**src/rtl/hazard_ctrl_pkg.sv**
```systemverilog
// Shared definitions for the hazard controller.
//
// Purpose:
//   Hazard codes carried on the 4-bit hazard_signal bus that every
//   inter-stage pipeline register consumes, plus the controller's state
//   encoding.
//
// Contents:
//   HZ_NONE / STALL_MMU / FLUSH_EARLY / FLUSH_ALL : hazard_signal codes
//   hzc_state_t                                   : RUN, MMU_WAIT, DRAIN
package hazard_ctrl_pkg;

    localparam logic [3:0] HZ_NONE     = 4'd0;
    localparam logic [3:0] STALL_MMU   = 4'd1;
    localparam logic [3:0] FLUSH_EARLY = 4'd2;
    localparam logic [3:0] FLUSH_ALL   = 4'd3;

    typedef enum logic [1:0] {
        HZC_RUN      = 2'd0,
        HZC_MMU_WAIT = 2'd1,
        HZC_DRAIN    = 2'd2
    } hzc_state_t;

endpackage

```
**src/rtl/hazard_ctrl.sv**
```systemverilog
// Hazard controller.
//
// Purpose:
//   Arbitrates traps, MMU translation stalls and taken-branch redirects into
//   one hazard code per cycle (priority trap > MMU > branch). It also
//   sequences the MMU wait, with a timeout, and the post-trap flush drain.
//   The outputs are Mealy: they are decoded from the registered state and
//   the current inputs, so a pipeline register sees the code on the edge
//   that ends the cycle.
//
// Ports:
//   clk, rst         clock; synchronous active-high reset (outputs read 0 while rst=1)
//   mmu_req          IF/MEM stage needs translation this cycle
//   mmu_ready        MMU result valid (level, honoured in RUN hit check and MMU_WAIT)
//   branch_taken_ex  EX resolved a taken branch/jump (held by EX while stalled)
//   trap_req         exception/interrupt from MEM
//   hazard_signal    HZ_NONE / STALL_MMU / FLUSH_EARLY / FLUSH_ALL
//   pc_stall         PC holds this cycle
//   redirect_valid   PC loads the branch target (pulse)
//   trap_redirect    PC loads the trap vector (pulse)
//   mmu_abort        cancel the outstanding MMU request (pulse)
//   mmu_timeout      MMU timeout detected (pulse, cause to CSR)
//   dbg_state        current FSM state, for debug and checkers
//
// Handshake note: there is no valid/ready pairing here. Each request input
// is a level sampled every cycle, and each pulse output is asserted for
// exactly the one cycle in which its event is accepted.
module hazard_ctrl
    import hazard_ctrl_pkg::*;
#(
    parameter int MMU_TIMEOUT  = 64,
    parameter int DRAIN_CYCLES = 2,
    parameter int CNT_W        = 8
) (
    input  logic       clk,
    input  logic       rst,
    input  logic       mmu_req,
    input  logic       mmu_ready,
    input  logic       branch_taken_ex,
    input  logic       trap_req,
    output logic [3:0] hazard_signal,
    output logic       pc_stall,
    output logic       redirect_valid,
    output logic       trap_redirect,
    output logic       mmu_abort,
    output logic       mmu_timeout,
    output hzc_state_t dbg_state
);

    localparam logic [CNT_W-1:0] TIMEOUT_C  = CNT_W'(MMU_TIMEOUT);
    localparam logic [CNT_W-1:0] DRAIN_INIT = CNT_W'(DRAIN_CYCLES - 1);
    localparam logic [CNT_W-1:0] CNT_ONE    = CNT_W'(1);

    // A trap with a single drain cycle needs no DRAIN state at all.
    localparam hzc_state_t TRAP_NEXT = (DRAIN_CYCLES > 1) ? HZC_DRAIN : HZC_RUN;

    hzc_state_t       state_q, state_d;
    logic [CNT_W-1:0] cnt_q, cnt_d;

    assign dbg_state = state_q;

    always_ff @(posedge clk) begin
        if (rst) begin
            state_q <= HZC_RUN;
            cnt_q   <= '0;
        end else begin
            state_q <= state_d;
            cnt_q   <= cnt_d;
        end
    end

    always_comb begin
        state_d        = state_q;
        cnt_d          = cnt_q;
        hazard_signal  = HZ_NONE;
        pc_stall       = 1'b0;
        redirect_valid = 1'b0;
        trap_redirect  = 1'b0;
        mmu_abort      = 1'b0;
        mmu_timeout    = 1'b0;

        // Outputs are held at zero while reset is asserted. The state
        // register is re-initialised by the flop reset.
        if (!rst) begin
            case (state_q)
                HZC_RUN: begin
                    if (trap_req) begin
                        hazard_signal = FLUSH_ALL;
                        trap_redirect = 1'b1;
                        cnt_d         = DRAIN_INIT;
                        state_d       = TRAP_NEXT;
                    end else if (mmu_req && !mmu_ready) begin
                        hazard_signal = STALL_MMU;
                        pc_stall      = 1'b1;
                        cnt_d         = CNT_ONE;
                        state_d       = HZC_MMU_WAIT;
                    end else if (branch_taken_ex) begin
                        // This branch is also reached on a same-cycle MMU hit.
                        hazard_signal  = FLUSH_EARLY;
                        redirect_valid = 1'b1;
                    end
                end

                HZC_MMU_WAIT: begin
                    if (trap_req) begin
                        hazard_signal = FLUSH_ALL;
                        trap_redirect = 1'b1;
                        mmu_abort     = 1'b1;
                        cnt_d         = DRAIN_INIT;
                        state_d       = TRAP_NEXT;
                    end else if (mmu_ready) begin
                        // A held branch is picked up from RUN on the next cycle.
                        cnt_d   = '0;
                        state_d = HZC_RUN;
                    end else if (cnt_q >= TIMEOUT_C) begin
                        hazard_signal = FLUSH_ALL;
                        trap_redirect = 1'b1;
                        mmu_abort     = 1'b1;
                        mmu_timeout   = 1'b1;
                        cnt_d         = DRAIN_INIT;
                        state_d       = TRAP_NEXT;
                    end else begin
                        // cnt_q < TIMEOUT_C here, so the increment cannot wrap.
                        hazard_signal = STALL_MMU;
                        pc_stall      = 1'b1;
                        cnt_d         = cnt_q + CNT_ONE;
                    end
                end

                HZC_DRAIN: begin
                    hazard_signal = FLUSH_ALL;
                    // Leave on the cycle the counter reaches zero. The <= also
                    // keeps a zero count from wrapping.
                    if (cnt_q <= CNT_ONE) begin
                        cnt_d   = '0;
                        state_d = HZC_RUN;
                    end else begin
                        cnt_d = cnt_q - CNT_ONE;
                    end
                end

                default: begin
                    cnt_d   = '0;
                    state_d = HZC_RUN;
                end
            endcase
        end
    end

endmodule
```
**config.mk**
```make
export PLATFORM = sky130hd
export DESIGN_NAME = hazard_ctrl
export DESIGN_NICKNAME = d
export VERILOG_FILES = /design/src/rtl/hazard_ctrl_pkg.sv /design/src/rtl/hazard_ctrl.sv
export SDC_FILE = /design/constraint.sdc
export NUM_CORES = 1
export LEC_CHECK = 0
export CORE_AREA = 2 2 48 50
export CTS_CLUSTER_SIZE = 40
export DETAILED_ROUTE_END_ITERATION = 10
export DIE_AREA = 0 0 50 52
export PLACE_DENSITY = 0.77
export RECOVER_POWER = 50
export REMOVE_ABC_BUFFERS = 1
export SLEW_MARGIN = 10
export SYNTH_ARGS = -nofsm -noshare
export SYNTH_HDL_FRONTEND = slang
export SYNTH_SLANG_ARGS = --single-unit
```
**constraint.sdc**
```tcl
create_clock -name clk -period 1.81 [get_ports clk]
set_clock_uncertainty 0.2 [all_clocks]
set_input_delay 0.181 -clock clk [delete_from_list [all_inputs] [get_ports clk]]
set_output_delay 0.181 -clock clk [all_outputs]
set_load 0.005 [all_outputs]
```
== Word-level counts from Yosys, hierarchy flattened ==
Index checks and enable logic that the tools add are counted.

* Register bits: 10
* Latch bits: 0
* RAM bits: 0
* Memory bits (read-only): 0
* Bits of input ports: 6
* Output and inout port bits: 11
* Word-level logic and storage cells: 60
* Memories kept: 0

* Add/subtract/negate cells: 2
* $mul: 0
* Divide/modulo/power cells: 0
* Magnitude comparators: 2
* Eq/ne operators: 5
* Shift operators: 0
* Multiplexer cells: 45
* Bitwise gates (word level): 0
* Reductions and logical operators: 4

{| class="wikitable"
|+ Operators with widths
! cell !! count
|-
| 8-bit two-way mux || 6
|-
| 2-bit two-way mux || 13
|-
| 8-bit case mux with 3 select lines || 1
|-
| 1-bit two-way mux || 21
|-
| 2-bit case mux with 3 select lines || 2
|-
| 8-bit by 1-bit adder with 8-bit output, second input constant || 1
|-
| 8-bit by 7-bit greater-or-equal comparator with 1-bit output, second input constant || 1
|-
| 8-bit by 1-bit less-or-equal comparator with 1-bit output, second input constant || 1
|-
| 8-bit by 1-bit subtractor with 8-bit output, second input constant || 1
|-
| 4-bit != test, second input constant || 1
|-
| 1-bit case mux with 2 select lines || 2
|-
| 3-bit != test, second input constant || 1
|-
| 3-bit AND reduction || 1
|-
| 2-bit by 1-bit == test with 1-bit output, second input constant || 1
|-
| 2-bit == test, second input constant || 1
|-
| 2-bit logical NOT || 1
|-
| 2-bit != test, second input constant || 1
|-
| 1-bit logical AND || 1
|-
| 1-bit logical NOT || 1
|}

== Depth between registers and ports, before layout ==
* Depth after elaboration: 6
* Mapped depth: 6
* Mapped depth without buffers: 6

== Worst setup path after synthesis ==
OpenSTA, ideal clock, no wires.

* Path kind: reg2reg
* Start: reg cnt_q[2]
* End: reg cnt_q[2]
* Setup time: 0.130 ns
* Data arrival time: 1.665 ns
* Required time: 1.480 ns
* Path slack: -0.185 ns
* Cell stages (with the launch flop): 6
* Buffers on the path: 1
* Clock period less this slack: 1.995 ns
* Cells stage by stage: dfxtp_1 > buf_6 > or4_4 > o311a_4 > a211oi_2 > o32ai_1

* Longest elaborated chain between the ends: 5
* Elaborated cells on any way between the ends: 9
* Those cells by class: add/sub (2); order compare (2); mux (5)

{| class="wikitable"
|+ Ends and longest elaborated chain
! element !! RTL line !! text
|-
| start, declared || hazard_ctrl.sv:58 || <nowiki>logic [CNT_W-1:0] cnt_q, cnt_d;</nowiki>
|-
| start signal, assigned || hazard_ctrl.sv:68 || <nowiki>cnt_q <= cnt_d;</nowiki>
|-
| 8-bit by 1-bit adder with 8-bit output or 8-bit by 7-bit greater-or-equal comparator with 1-bit output (tied branches) || hazard_ctrl.sv:126, hazard_ctrl.sv:115 ||
|-
| 8-bit two-way mux || hazard_ctrl.sv:115 || <nowiki>end else if (cnt_q >= TIMEOUT_C) begin</nowiki>
|-
| 8-bit two-way mux || hazard_ctrl.sv:111 || <nowiki>end else if (mmu_ready) begin</nowiki>
|-
| 8-bit two-way mux || hazard_ctrl.sv:105 || <nowiki>if (trap_req) begin</nowiki>
|-
| 8-bit case mux with 3 select lines * || hazard_ctrl.sv:85 || <nowiki>case (state_q)</nowiki>
|}

Every way passes the cells marked *; elsewhere a longest branch is shown, timed or not.
A chain may end at the register's enable or synchronous reset.

== Worst setup path in the final report ==
* Start: reg cnt_q[5]
* End: reg cnt_q[5]

The elaborated chain is that of the path after synthesis.

==> impl_metrics.py <==
metrics = {
    "status": {
        "status": "complete, but fails checks",
        "violations": "negative setup slack",
    },
    "cells_and_area": {
        "final_nets": 175,
        "layout-drive-gt1-share_pct": 49.7,
        "layout_commonest_cell": "buf_4",
        "final_cell_mix": "buf_4, inv_1, nor3_1, o21ai_0, a21oi_1",
        "antenna_cells": 0,
        "utilization_pct": 70.8,
        "synthToLayoutAreaGrowth_pct": 70.9,
        "final_area_um2": 1490,
    },
    "timing": {
        "setup_viol": 8,
        "drv_slew": 0,
        "hold_violations": 0,
        "hold_slack_ns": 0.139,
        "period_needed_ns": 1.91,
        "fin_crit_sh_pct": 105,
        "fin_setup_tns_ns": -0.472,
        "max_freq_ghz": 0.525,
        "fin_ws_ns": -0.0957,
        "rsz0062_at_grt": "yes",
    },
    "drt": {
        "dr_total_vias": 1152,
        "routed_wl_um": 3460,
        "wl_per_cell_um": 17.9,
        "drt_pass1_iterations": 4,
        "first_iter_violations": 57,
        "viasPerCell": 5.97,
        "ant_nets": 0,
        "route.detailed.drc": 0,
    },
    "clocking": {
        "clockBufferDepth": 2,
        "htreeDepth": 1,
        "cts_hold_buffers": 0,
        "cts_tree": "yes",
        "path_clk_slew_ns": 0.08,
        "ctsRootBufferMaster": "clkbuf_4",
        "cts_buffers": 3,
        "insertion_delay_ns": 0.28,
        "cts_sinks": 10,
    },
    "critical_path": {
        "cp_data_required_time_ns": 1.78,
        "crit_path_start": "cnt_q[5]",
        "cp.arrival_ns": 1.87,
        "cp-end-kind": "flip-flop",
        "start_kind": "flip-flop",
        "r2r_start": "cnt_q[5]",
        "cp_max_fo": 3,
        "crit_type": "flip-flop to flip-flop",
    },
    "die": {
        "dieArea_um2": 2600,
        "ioPinCount": 17,
        "die_height_um": 52,
        "coreArea_um2": 2110,
        "initial_core_util_pct": 41.4,
        "core.rowCount": 17,
        "die_x_um": 50,
    },
    "logic_synthesis": {
        "mappedNetlistArea_um2": 872,
        "yosys.area_share.simple_pct": 25.0,
        "synthTopCellsByArea": "dfxtp_1, nor3_1, a21oi_1",
        "yosys.area_share.adder_pct": 4.30,
        "synthMuxAreaShare_pct": 2.30,
        "seq_area_frac_synth_pct": 23.0,
        "async_flop_share_pct": 0,
        "ys.flop_type": "dfxtp_1",
        "synth_top_cell_area_share_pct": 23.0,
        "synth.largest_area_cell": "dfxtp_1",
        "ys_warn_count": 0,
        "ys_ff_latch": 10,
        "synth_xor_area_share_pct": 1.00,
        "syn_inst": 113,
        "synth.distinct_cells": 42,
        "synth_top_family_by_area": "compound AO/OA/AOI/OAI gates",
        "synth-edff-count": 0,
        "synth-compound-area-share_pct": 33.3,
        "avgSynthCellArea_um2": 7.72,
    },
    "run": {
        "cap_viol_max_count": 0,
    },
    "placement": {
        "globalplace.congestion": 0.855,
        "io_buffers": 14,
        "hpwl_um": 2050,
        "place_area_um2": 1240,
    },
    "global_route": {
        "grt_overflow": 0,
        "grt_pass1_wl_um": 5530,
        "grt_use_total_pct": 28.4,
        "antenna_found_initial": 0,
        "grt_start_max_net_pins": 11,
        "grt_pass1_vias": 1161,
    },
    "power_and_ir_drop": {
        "ir_drop_mv": 0.336,
        "power_density_nw_per_um2": 627,
        "power_uw": 934,
        "p_leak_uw": 0.000618,
    },
    "min_path": {
        "min_path_type": "input pin to flip-flop",
        "worstHoldStart": "rst",
    },
}
## stage by stage
| stage | std cells | worst slack (ns) |
|---|---|---|
| floorplan | 103 | -0.181 |
| global placement | 179 | -0.414 |
| detailed placement | 179 | -0.477 |
| CTS | 190 | -0.0677 |
| global route | 193 | -0.158 |
| finish | 193 | -0.0957 |
## final cells by class
class                   instances  area (µm²)
multi-input cells              85         707
fillers                       157         616
repair buffers                 58         470
flip-flops and latches         10         211
clock buffers                   4        36.3
well taps                      28        35.0
inverters                       8        30.0
## where the power goes
group,internal (µW),leakage [µW],switching [µW]
combinational,230,0.000513,229
clock,122,0.0000210,96.4
sequential,239,0.0000843,18.2
## what timing repair did
action | CTS | global route
resized for setup | 42 | 23
hold endpoints to repair | 0 | 0
setup buffers | 7 | 3
endpoints found under the setup margin | 16 | 16
pin swaps | 11 | 7
## Yosys cell counts, types with 2 or more instances
| library cell | n |
|---|---|
| nor3_1 | 11 |
| dfxtp_1 | 10 |
| a21oi_1 | 9 |
| inv_1 | 8 |
| o21ai_0 | 8 |
| nor2_1 | 6 |
| clkbuf_1 | 4 |
| o21a_1 | 4 |
| buf_2 | 3 |
| buf_4 | 3 |
| ha_1 | 3 |
| nand2_1 | 3 |
| nor3b_1 | 3 |
| nor4_1 | 3 |
| or3_1 | 3 |
| a211o_1 | 2 |
| mux2i_1 | 2 |
| nand3_1 | 2 |
| nor4b_1 | 2 |
| o32ai_1 | 2 |
## state kept, by name (all words and copies together) (netlist names)
signal     count
dbg_state      2
cnt_q          8
## final timing paths
path | slack (ns) | end | cells past startpoint
setup / recovery | -0.1 | cnt_q[5] | 5
setup reg to reg | -0.1 | cnt_q[5] | 5
hold reg to reg | 0.40 | cnt_q[1] | 2
hold / removal | 0.14 | dbg_state[1] | 3
## metal layers
metal  track usage (%)  routed length, µm  vias to the layer above
met3              3.74                147                       12
met4              17.1                 95                        0
li1                  -                  -                      529
met2              51.1               1810                       52
met1              31.8               1410                      559
met5                 0                  0                        -
## cells by family (layout without fill, tap and decap cells)
| family | count (synthesis) | after routing |
|---|---|---|
| other | 1 | 2 |
| AOI/OAI and AO/OA | 39 | 39 |
| DFF | 10 | 10 |
| xor gates and xnor gates | 1 | 1 |
| and+or+nand+nor | 38 | 38 |
| buffers and inverters | 19 | 70 |
| adders and majority gates | 3 | 3 |
| muxes | 2 | 2 |
## worst max-delay path, stage by stage (launching register included)
cell,delay (ns)
dfxtp_1,0.33
or4_4,0.59
o311ai_4,0.33
buf_4,0.18
a211o_1,0.09
o311ai_1,0.08
(Power assumes the default switching activity.)
